### config.mk
export PLATFORM = sky130hd
export DESIGN_NAME = md_div_sequencer
export DESIGN_NICKNAME = d
export VERILOG_FILES = /design/src/rtl/md_pkg.sv /design/src/rtl/md_div_sequencer.sv
export SDC_FILE = /design/constraint.sdc
export NUM_CORES = 1
export LEC_CHECK = 0
export BUFFER_PORTS_ARGS = -buffer_cell sky130_fd_sc_hd__buf_2
export CORE_UTILIZATION = 35
export DETAILED_ROUTE_END_ITERATION = 12
export GPL_TIMING_DRIVEN = 0
export PLACE_DENSITY = 0.6
export SLEW_MARGIN = 10
export SYNTH_ARGS = -nofsm -noshare
export SYNTH_HDL_FRONTEND = slang
export SYNTH_SLANG_ARGS = --single-unit
### constraint.sdc
create_clock -name clk_i -period 4.62 [get_ports clk_i]
set_clock_uncertainty 0.15 [all_clocks]
set_input_delay 0.462 -clock clk_i [delete_from_list [all_inputs] [get_ports clk_i]]
set_output_delay 0.462 -clock clk_i [all_outputs]
set_load 0.005 [all_outputs]
### src/rtl/md_pkg.sv
// Shared types and constants for the md_div_sequencer iterative divider:
// operation codes, FSM states and the external ALU opcodes it issues.
package md_pkg;

    typedef enum logic [1:0] {
        DIV  = 2'b00,
        DIVU = 2'b01,
        REM  = 2'b10,
        REMU = 2'b11
    } op_e;

    typedef enum logic [2:0] {
        IDLE  = 3'd0,
        NEG_A = 3'd1,
        NEG_B = 3'd2,
        CMP   = 3'd3,
        SUB   = 3'd4,
        FIX   = 3'd5,
        DONE  = 3'd6
    } state_e;

    localparam logic [3:0] ALU_ADD  = 4'b0000;
    localparam logic [3:0] ALU_SUB  = 4'b0001;
    localparam logic [3:0] ALU_SLTU = 4'b0011;

    // Two cycles (CMP + SUB) for each of the 32 quotient bits.
    localparam int ITER_CYCLES = 64;

endpackage

### src/rtl/md_div_sequencer.sv
// Restoring divider sequenced over a shared external ALU (DIV/DIVU/REM/REMU).
// Optional macro MD_DIV_ZERO_FAST_EN: divide-by-zero completes straight from IDLE.
module md_div_sequencer
    import md_pkg::*;
(
    input  logic        clk_i,
    input  logic        rst_ni,
    input  logic        req_valid_i,
    output logic        req_ready_o,
    input  logic [1:0]  req_op_i,
    input  logic [31:0] req_a_i,
    input  logic [31:0] req_b_i,
    output logic        resp_valid_o,
    input  logic        resp_ready_i,
    output logic [31:0] resp_data_o,
    output logic        busy_o,
    input  logic        flush_i,
    output logic [3:0]  alu_op_o,
    output logic [31:0] alu_a_o,
    output logic [31:0] alu_b_o,
    input  logic [31:0] alu_data_i,
    output logic [2:0]  dbg_state_o
);

    // Handshakes: a transfer happens on a rising edge where valid and ready are
    // both high; valid never depends on ready, and response data is held
    // unchanged while resp_valid_o is high until resp_ready_i completes it.

    state_e      state_q, state_d;
    logic        armed_q, armed_d;
    op_e         op_q, op_d;
    logic [31:0] a_q, a_d;
    logic [31:0] b_q, b_d;
    logic [31:0] q_q, q_d;
    logic [31:0] bd_q, bd_d;
    logic [31:0] rem_q, rem_d;
    logic        r_msb_q, r_msb_d;
    logic [4:0]  cnt_q, cnt_d;
    logic        ge_q, ge_d;
    logic [31:0] res_q, res_d;

    logic [3:0]  seq_op;
    logic [31:0] seq_a;
    logic [31:0] seq_b;
    logic        is_signed;
    logic        is_rem;
    logic [31:0] fix_x;
    logic        fix_neg;

    assign is_signed = (op_q == DIV) || (op_q == REM);
    assign is_rem    = (op_q == REM) || (op_q == REMU);

    always_comb begin
        state_d = state_q;
        armed_d = 1'b1;
        op_d    = op_q;
        a_d     = a_q;
        b_d     = b_q;
        q_d     = q_q;
        bd_d    = bd_q;
        rem_d   = rem_q;
        r_msb_d = r_msb_q;
        cnt_d   = cnt_q;
        ge_d    = ge_q;
        res_d   = res_q;
        seq_op  = ALU_ADD;
        seq_a   = '0;
        seq_b   = '0;
        fix_x   = is_rem ? rem_q : q_q;
        fix_neg = 1'b0;

        case (state_q)
            IDLE: begin
                if (req_valid_i && req_ready_o && !flush_i) begin
                    op_d    = op_e'(req_op_i);
                    a_d     = req_a_i;
                    b_d     = req_b_i;
                    rem_d   = '0;
                    r_msb_d = 1'b0;
                    cnt_d   = 5'd31;
                    ge_d    = 1'b0;
                    state_d = NEG_A;
`ifdef MD_DIV_ZERO_FAST_EN
                    if (req_b_i == 32'd0) begin
                        res_d   = req_op_i[1] ? req_a_i : 32'hFFFF_FFFF;
                        state_d = DONE;
                    end
`endif
                end
            end
            NEG_A: begin
                seq_op  = ALU_SUB;
                seq_b   = a_q;
                q_d     = (is_signed && a_q[31]) ? alu_data_i : a_q;
                state_d = NEG_B;
            end
            NEG_B: begin
                seq_op  = ALU_SUB;
                seq_b   = b_q;
                bd_d    = (is_signed && b_q[31]) ? alu_data_i : b_q;
                state_d = CMP;
            end
            CMP: begin
                // Compare the shifted remainder; its dropped MSB forces ge.
                seq_op  = ALU_SLTU;
                seq_a   = {rem_q[30:0], q_q[31]};
                seq_b   = bd_q;
                r_msb_d = rem_q[31];
                rem_d   = {rem_q[30:0], q_q[31]};
                ge_d    = rem_q[31] | ~alu_data_i[0];
                state_d = SUB;
            end
            SUB: begin
                seq_op = ALU_SUB;
                seq_a  = rem_q;
                seq_b  = bd_q;
                if (ge_q) begin
                    rem_d   = alu_data_i;
                    r_msb_d = 1'b0;
                end
                q_d = {q_q[30:0], ge_q};
                if (cnt_q == 5'd0) begin
                    state_d = FIX;
                end else begin
                    cnt_d   = cnt_q - 5'd1;
                    state_d = CMP;
                end
            end
            FIX: begin
                // A zero divisor keeps the all-ones quotient regardless of signs.
                seq_op  = ALU_SUB;
                seq_b   = fix_x;
                fix_neg = is_rem ? (is_signed && a_q[31])
                                 : (is_signed && (b_q != 32'd0) && (a_q[31] ^ b_q[31]));
                res_d   = fix_neg ? alu_data_i : fix_x;
                state_d = DONE;
            end
            DONE: begin
                if (resp_ready_i) begin
                    state_d = IDLE;
                end
            end
            default: state_d = IDLE;
        endcase

        if (flush_i) begin
            state_d = IDLE;
        end
    end

    always_ff @(posedge clk_i or negedge rst_ni) begin
        if (!rst_ni) begin
            state_q <= IDLE;
            armed_q <= 1'b0;
            op_q    <= DIV;
            a_q     <= '0;
            b_q     <= '0;
            q_q     <= '0;
            bd_q    <= '0;
            rem_q   <= '0;
            r_msb_q <= 1'b0;
            cnt_q   <= '0;
            ge_q    <= 1'b0;
            res_q   <= '0;
        end else begin
            state_q <= state_d;
            armed_q <= armed_d;
            op_q    <= op_d;
            a_q     <= a_d;
            b_q     <= b_d;
            q_q     <= q_d;
            bd_q    <= bd_d;
            rem_q   <= rem_d;
            r_msb_q <= r_msb_d;
            cnt_q   <= cnt_d;
            ge_q    <= ge_d;
            res_q   <= res_d;
        end
    end

    // armed_q keeps ready low until the first edge after reset release.
    assign req_ready_o  = (state_q == IDLE) && armed_q;
    assign busy_o       = (state_q != IDLE);
    assign resp_valid_o = (state_q == DONE);
    assign resp_data_o  = resp_valid_o ? res_q : '0;
    assign dbg_state_o  = state_q;

    assign alu_op_o = busy_o ? seq_op : ALU_ADD;
    assign alu_a_o  = busy_o ? seq_a  : '0;
    assign alu_b_o  = busy_o ? seq_b  : '0;

endmodule

After elaboration in Yosys (flattened, before gate mapping)
Cells that the tools add are included.
{ "word_totals": {"elab_cells": 80, "regBits": 204, "output_inout_bits": 106, "inputBits": 103} }
{ "op_classes": {"n_reduce_logical": 26, "addsub": 1, "n_eq_ne": 13, "bitwise": 3, "mux": 26} }
{ "ops": {"columns": ["operator", "count"], "rows": [
  ["$mux 32", 9],
  ["$pmux 32 s2", 2],
  ["$pmux 32 s4", 1],
  ["$pmux 32 s3", 1],
  ["$reduce_bool 32->1", 1],
  ["$pmux 3 s7", 1],
  ["$mux 3", 4],
  ["$mux 5", 2],
  ["$pmux 5 s2", 1],
  ["$eq 3x3->1 const B", 3],
  ["$logic_and 1x1->1", 7],
  ["$eq 3x2->1 const B", 2],
  ["$ne 2x2->1 const B", 3],
  ["$reduce_and 2->1", 3],
  ["$reduce_and 3->1", 2],
  ["$reduce_bool 2->1", 3],
  ["$reduce_bool 3->1", 2],
  ["$logic_not 5->1", 1],
  ["$sub 5x1->5 const B", 1],
  ["$eq 2x2->1 const B", 2],
  ["$mux 4", 1],
  ["$pmux 2 s2", 1],
  ["$reduce_or 4->1", 1],
  ["$eq 3x1->1 const B", 1],
  ["12 further kinds", 14]
]} }

Logic depth before layout (Yosys ltp)
{ "depth": {"word_depth": 7, "depth_mapped": 9, "mapped_depth_nobuf": 6} }

Least setup slack after synthesis
OpenSTA, ideal clock, no wires.
{ "synth_timing": {"path_type": "register to output", "from": "register op_q[1]", "to": "output alu_b_o[10]", "path_stages_with_launch": 6, "arrival_time_ns": 1.633, "path_buffers": 2, "t_required_ns": 4.008, "path_slack_ns": 2.375, "path_cell_list": "dfrtp_1 -> buf_2 -> clkbuf_1 -> mux2_2 -> a22o_1 -> a221o_1"} }
{ "synth_via": {"elab_chain_len": 5, "elab_cells_between_ends": 6, "cone_classes": "2 x eq/ne; 3 x mux; 1 x reduce/logical"} }
{ "synth_lines": {"columns": ["item", "line_no", "text"], "rows": [
  ["start: declaration", "md_div_sequencer.sv:31", "op_e op_q, op_d;"],
  ["start signal: assignment", "md_div_sequencer.sv:168", "op_q <= op_d;"],
  ["$eq 2x2->1", "md_div_sequencer.sv:51", "assign is_rem = (op_q == REM) || (op_q == REMU);"],
  ["$logic_or 1x1->1 *", "md_div_sequencer.sv:51", null],
  ["$mux 32 *", "md_div_sequencer.sv:69", "fix_x = is_rem ? rem_q : q_q;"],
  ["$pmux 32 s4 *", "md_div_sequencer.sv:72", "case (state_q)"],
  ["$mux 32 *", "md_div_sequencer.sv:190", "assign alu_b_o = busy_o ? seq_b : '0;"],
  ["end: declaration", "md_div_sequencer.sv:20", "output logic [31:0] alu_b_o,"]
]} }
Every way passes the cells marked *; elsewhere a longest branch is shown, timed or not.

Final worst setup path
{ "layout_timing": {"from": "register state_q[2], in the netlist dbg_state_o[2]", "to": "output alu_b_o[19]"} }
{ "layout_via": {"elab_chain_len": 4, "elab_cells_between_ends": 9, "cone_classes": "5 x eq/ne; 2 x mux; 2 x reduce/logical"} }
{ "layout_lines": {"columns": ["item", "line_no", "text"], "rows": [
  ["start: declaration", "md_div_sequencer.sv:29", "state_e state_q, state_d;"],
  ["start signal: assignment", "md_div_sequencer.sv:166", "state_q <= state_d;"],
  ["$eq 3x3->1 / $eq 3x2->1 (equally long branches)", "md_div_sequencer.sv:72", null],
  ["$reduce_or 2->1 (no source line)", null, null],
  ["$pmux 32 s4", "md_div_sequencer.sv:72", null],
  ["$mux 32 *", "md_div_sequencer.sv:190", null]
]} }
Marks and branches as above.

==> out/metrics.csv <==
metric,value,unit
placeable core region,30590,um2
LEAKAGE,6.823,nW
via count of the first global-routing pass,10130,
Internal Dissipation,4.795,mW
number of detailed-route iterations in the first pass,6,
Num Clock Sinks,204,
num ports,209,
mean number of vias per cell,5.545,
top flip-flop cell by instance count after synthesis,sky130_fd_sc_hd__dfrtp_1,
post-synthesis cell type count,55,
share of flip-flops with an asynchronous set or reset,100.0,%
Post-DRT Antenna Nets,0,
number of standard cells after synthesis,1171,
reg-to-reg startpoint,dbg_state_o[2],
H-tree Lvls,1,
end point of the critical path,alu_b_o[19],
Die ar.,31780,um2
final count of pins violating max slew,0,
fill cell total of the finished layout,3043,
port buffer count,206,
clock root cell,sky130_fd_sc_hd__clkbuf_16,
net load switching power,3.273,mW
CTS tree,yes,
share of power burned in the clock network,22.1,%
setup TNS after final layout,0,ns
latest clock arrival within the worst-skew pair,0.53,ns
Hold Worst Slack,0.008796,ns
Final min period,3.453,ns
count of final setup violators,0,
ranking of synthesized cells by instance count,"276 x sky130_fd_sc_hd__nand2_1, 204 x sky130_fd_sc_hd__dfrtp_1, 68 x sky130_fd_sc_hd__a21oi_1, 65 x sky130_fd_sc_hd__mux2i_1, 63 x sky130_fd_sc_hd__o21ai_1",
post-layout total power,8.068,mW
sw frac,40.57,%
relative contribution of combinational cells to total power,38.2,%
setup repair after global routing missed its margin,false,
clock slew at reported path FFs,0.06,ns
Util after Layout,45.03,%
sequential fraction of the synthesis area,46.95,%
Reg2Reg Capture Point,bd_q[13],
CTS Buf Count,24,
routed length per instance,21.81,um
period utilisation layout,74.74,%
via count of the routed design,10420,
std cell rows,64,
Hold/Removal Path Class,in -> reg,
number of antenna violations at the first check in global routing,2,
outcome,"complete, no violations",
"Hold Vio Cnt, Final",0,
number of buffers on the longest clock path,3,
cell type of the slowest stage on the worst timing path,sky130_fd_sc_hd__nor2_1,
area of placed instances,12470,um2
critical path start-end classification,reg -> out,
Worst Tran Pin Value,0.9460,ns
detailed placer's ending HPWL,29370,um
start point of the critical path,dbg_state_o[2],
critical path launch point type,register,
number of flip-flops and latches in the synthesized netlist,204,
wire length reported by the detailed router,41000,um
Post-CTS Repair Setup Buffers,0,
Max Clock Freq,289.6,MHz
Synth area leader,sky130_fd_sc_hd__dfrtp_1,
worst vdd rail ir drop,0.2825,mV
DIE WIDTH,178.3,um
first-pass GRT wire length,61350,um
Pwr Density,585.8,nW/um2
data arrival time of the worst path,2.84,ns
required time at the worst-slack endpoint,4.01,ns
Area growth syn-to-layout,26.66,%
reported max-cap violation count,0,
maximum fanout count along the critical path,10,
Layout Nets,1569,
endpoint type of the worst setup path,primary output,
Starting Density,35.55,%
Synth area leaders,"sky130_fd_sc_hd__dfrtp_1 47%, sky130_fd_sc_hd__nand2_1 9.5%, sky130_fd_sc_hd__mux2i_1 6.0%, sky130_fd_sc_hd__a22o_1 5.0%, sky130_fd_sc_hd__a22oi_1 4.2%",
slowest cell delay on critical path,0.61,ns
post-detailed-route DRC marker count,0,
sequential share of power,39.7,%
most common cell in the netlist,sky130_fd_sc_hd__nand2_1,
Final Instance Area,13770,um2
combined area of all synthesized cells,10870,um2
cell depth of the worst flop-to-flop path,6,
CP Cell Sequence,"buf_4, nand2_1, nor2_1, clkbuf_1, a22o_1, a221o_1, buf_2",
maximum number of pins on one net before global-route repair,88,
Syn Area/Cell,9.286,um2
number of hold-repair buffers added at the cts stage,59,
number of DRC markers in iteration 0,1046,
Chip Height,178.3,um
Total GRT Usage,25.71,%
headroom to the max-slew limit,36.94,%
RD Place Congestion,0.8977,
r2r setup slk,1.87,ns
number of warnings issued by yosys,0,
final global-route overflow total,0,
number of gates resized after cts,0,
portion of synthesized cell area occupied by the leading cell type,46.95,%
number of synthesized flops with an enable pin,0,
fraction of final layout cells sized beyond drive strength 1,22.87,%
==> worst min-delay path by stage <==
stage	start	endpoint	slack [ns]	cells after the start
after floorplan	rst_ni	a_q[0]	0.02	0
after global placement	cnt_q[4]	cnt_q[4]	0.30	1
after CTS	req_a_i[6]	a_q[6]	0.003	3
after global routing	req_a_i[6]	a_q[6]	0.009	3
final	req_b_i[25]	b_q[25]	0.009	3
after detailed placement	rst_ni	armed_q	0.26	1
==> final cells by class <==
cell class / count / area (um2) / area share [%]
well taps: 396 / 495.5 / 3.597
diodes: 2 / 5.005 / 0.03634
clock inverters: 4 / 20.02 / 0.1453
repair buffers: 267 / 1687 / 12.25
flip-flops and latches: 204 / 5105 / 37.06
clock buffers: 39 / 688.2 / 4.996
plain buffers: 106 / 554.3 / 4.024
inverters: 5 / 18.77 / 0.1363
multi-input cells: 857 / 5200 / 37.75
==> power groups by stage <==
stage | Clock [mW] | Combinational (mW) | Sequential (mW)
after CTS | 1.80 | 3.07 | 3.18
after global routing | 1.86 | 3.40 | 3.29
final | 1.78 | 3.08 | 3.20
after floorplan | 0 | 2.09 | 2.95
after global placement | 0 | 2.95 | 3.18
after detailed placement | 0 | 3.02 | 3.21
==> cells in the final DEF, fill, tap and decap left out, types with 4 or more instances in the layout <==
| master | instances |
|---|---|
| sky130_fd_sc_hd__buf_4 | 4 |
| sky130_fd_sc_hd__clkbuf_1 | 54 |
| sky130_fd_sc_hd__nor2_1 | 43 |
| sky130_fd_sc_hd__mux2_2 | 30 |
| sky130_fd_sc_hd__a22o_1 | 62 |
| sky130_fd_sc_hd__buf_2 | 253 |
| sky130_fd_sc_hd__clkinv_2 | 4 |
| sky130_fd_sc_hd__clkbuf_16 | 25 |
| sky130_fd_sc_hd__dlygate4sd3_1 | 59 |
| sky130_fd_sc_hd__a21oi_1 | 68 |
| sky130_fd_sc_hd__mux2i_1 | 65 |
| sky130_fd_sc_hd__and2_1 | 34 |
| sky130_fd_sc_hd__nand2_1 | 276 |
| sky130_fd_sc_hd__nand3_1 | 7 |
| sky130_fd_sc_hd__dfrtp_1 | 204 |
| sky130_fd_sc_hd__a22oi_1 | 61 |
| sky130_fd_sc_hd__a221o_1 | 31 |
| sky130_fd_sc_hd__o31ai_1 | 30 |
| sky130_fd_sc_hd__o21ai_1 | 63 |
| sky130_fd_sc_hd__o21ai_0 | 37 |
| sky130_fd_sc_hd__nor4_1 | 6 |
==> per-stage QoR <==
step / setup WS, ns / instances
floorplan: 2.375 / 1172
global placement: -0.8231 / 1774
detailed placement: 1.760 / 1776
CTS: 1.197 / 1878
global route: 1.026 / 1880
finish: 1.167 / 1880
==> logic make-up after synthesis <==
group / after synthesis / share of synthesized area, %
mux: 95 / 9.090
simple gates: 389 / 15.26
other cells: 2 / 0.06906
flops: 204 / 46.95
buf+inv: 111 / 5.270
compound gates: 366 / 23.01
fa+ha+maj: 1 / 0.1150
xor+xnor: 3 / 0.2417
==> flip-flops by register name (all words and copies together) (netlist names) <==
signal and count:
cnt_q 5, bd_q 32, q_q 32, rem_q 32, dbg_state_o 3, b_q 32
a_q 32, ge_q 1, armed_q 1, res_q 32, op_q 2
==> per-layer routing <==
layer | vias up | global-route usage, % | wire (um)
met5 | - | 0 | 0
met4 | 0 | 10.38 | 1650
met3 | 105 | 3.815 | 2652
met2 | 449 | 40.29 | 18590
met1 | 5086 | 35.51 | 18100
li1 | 4784 | - | -
==> critical path: cells and delay by family (launching register included) <==
family / cells / cell delay, ns
flops: 1 / 0.36
compound gates: 2 / 0.37
simple gates: 2 / 0.72
buf+inv: 3 / 0.86
Power figures use the tool's default switching activity.
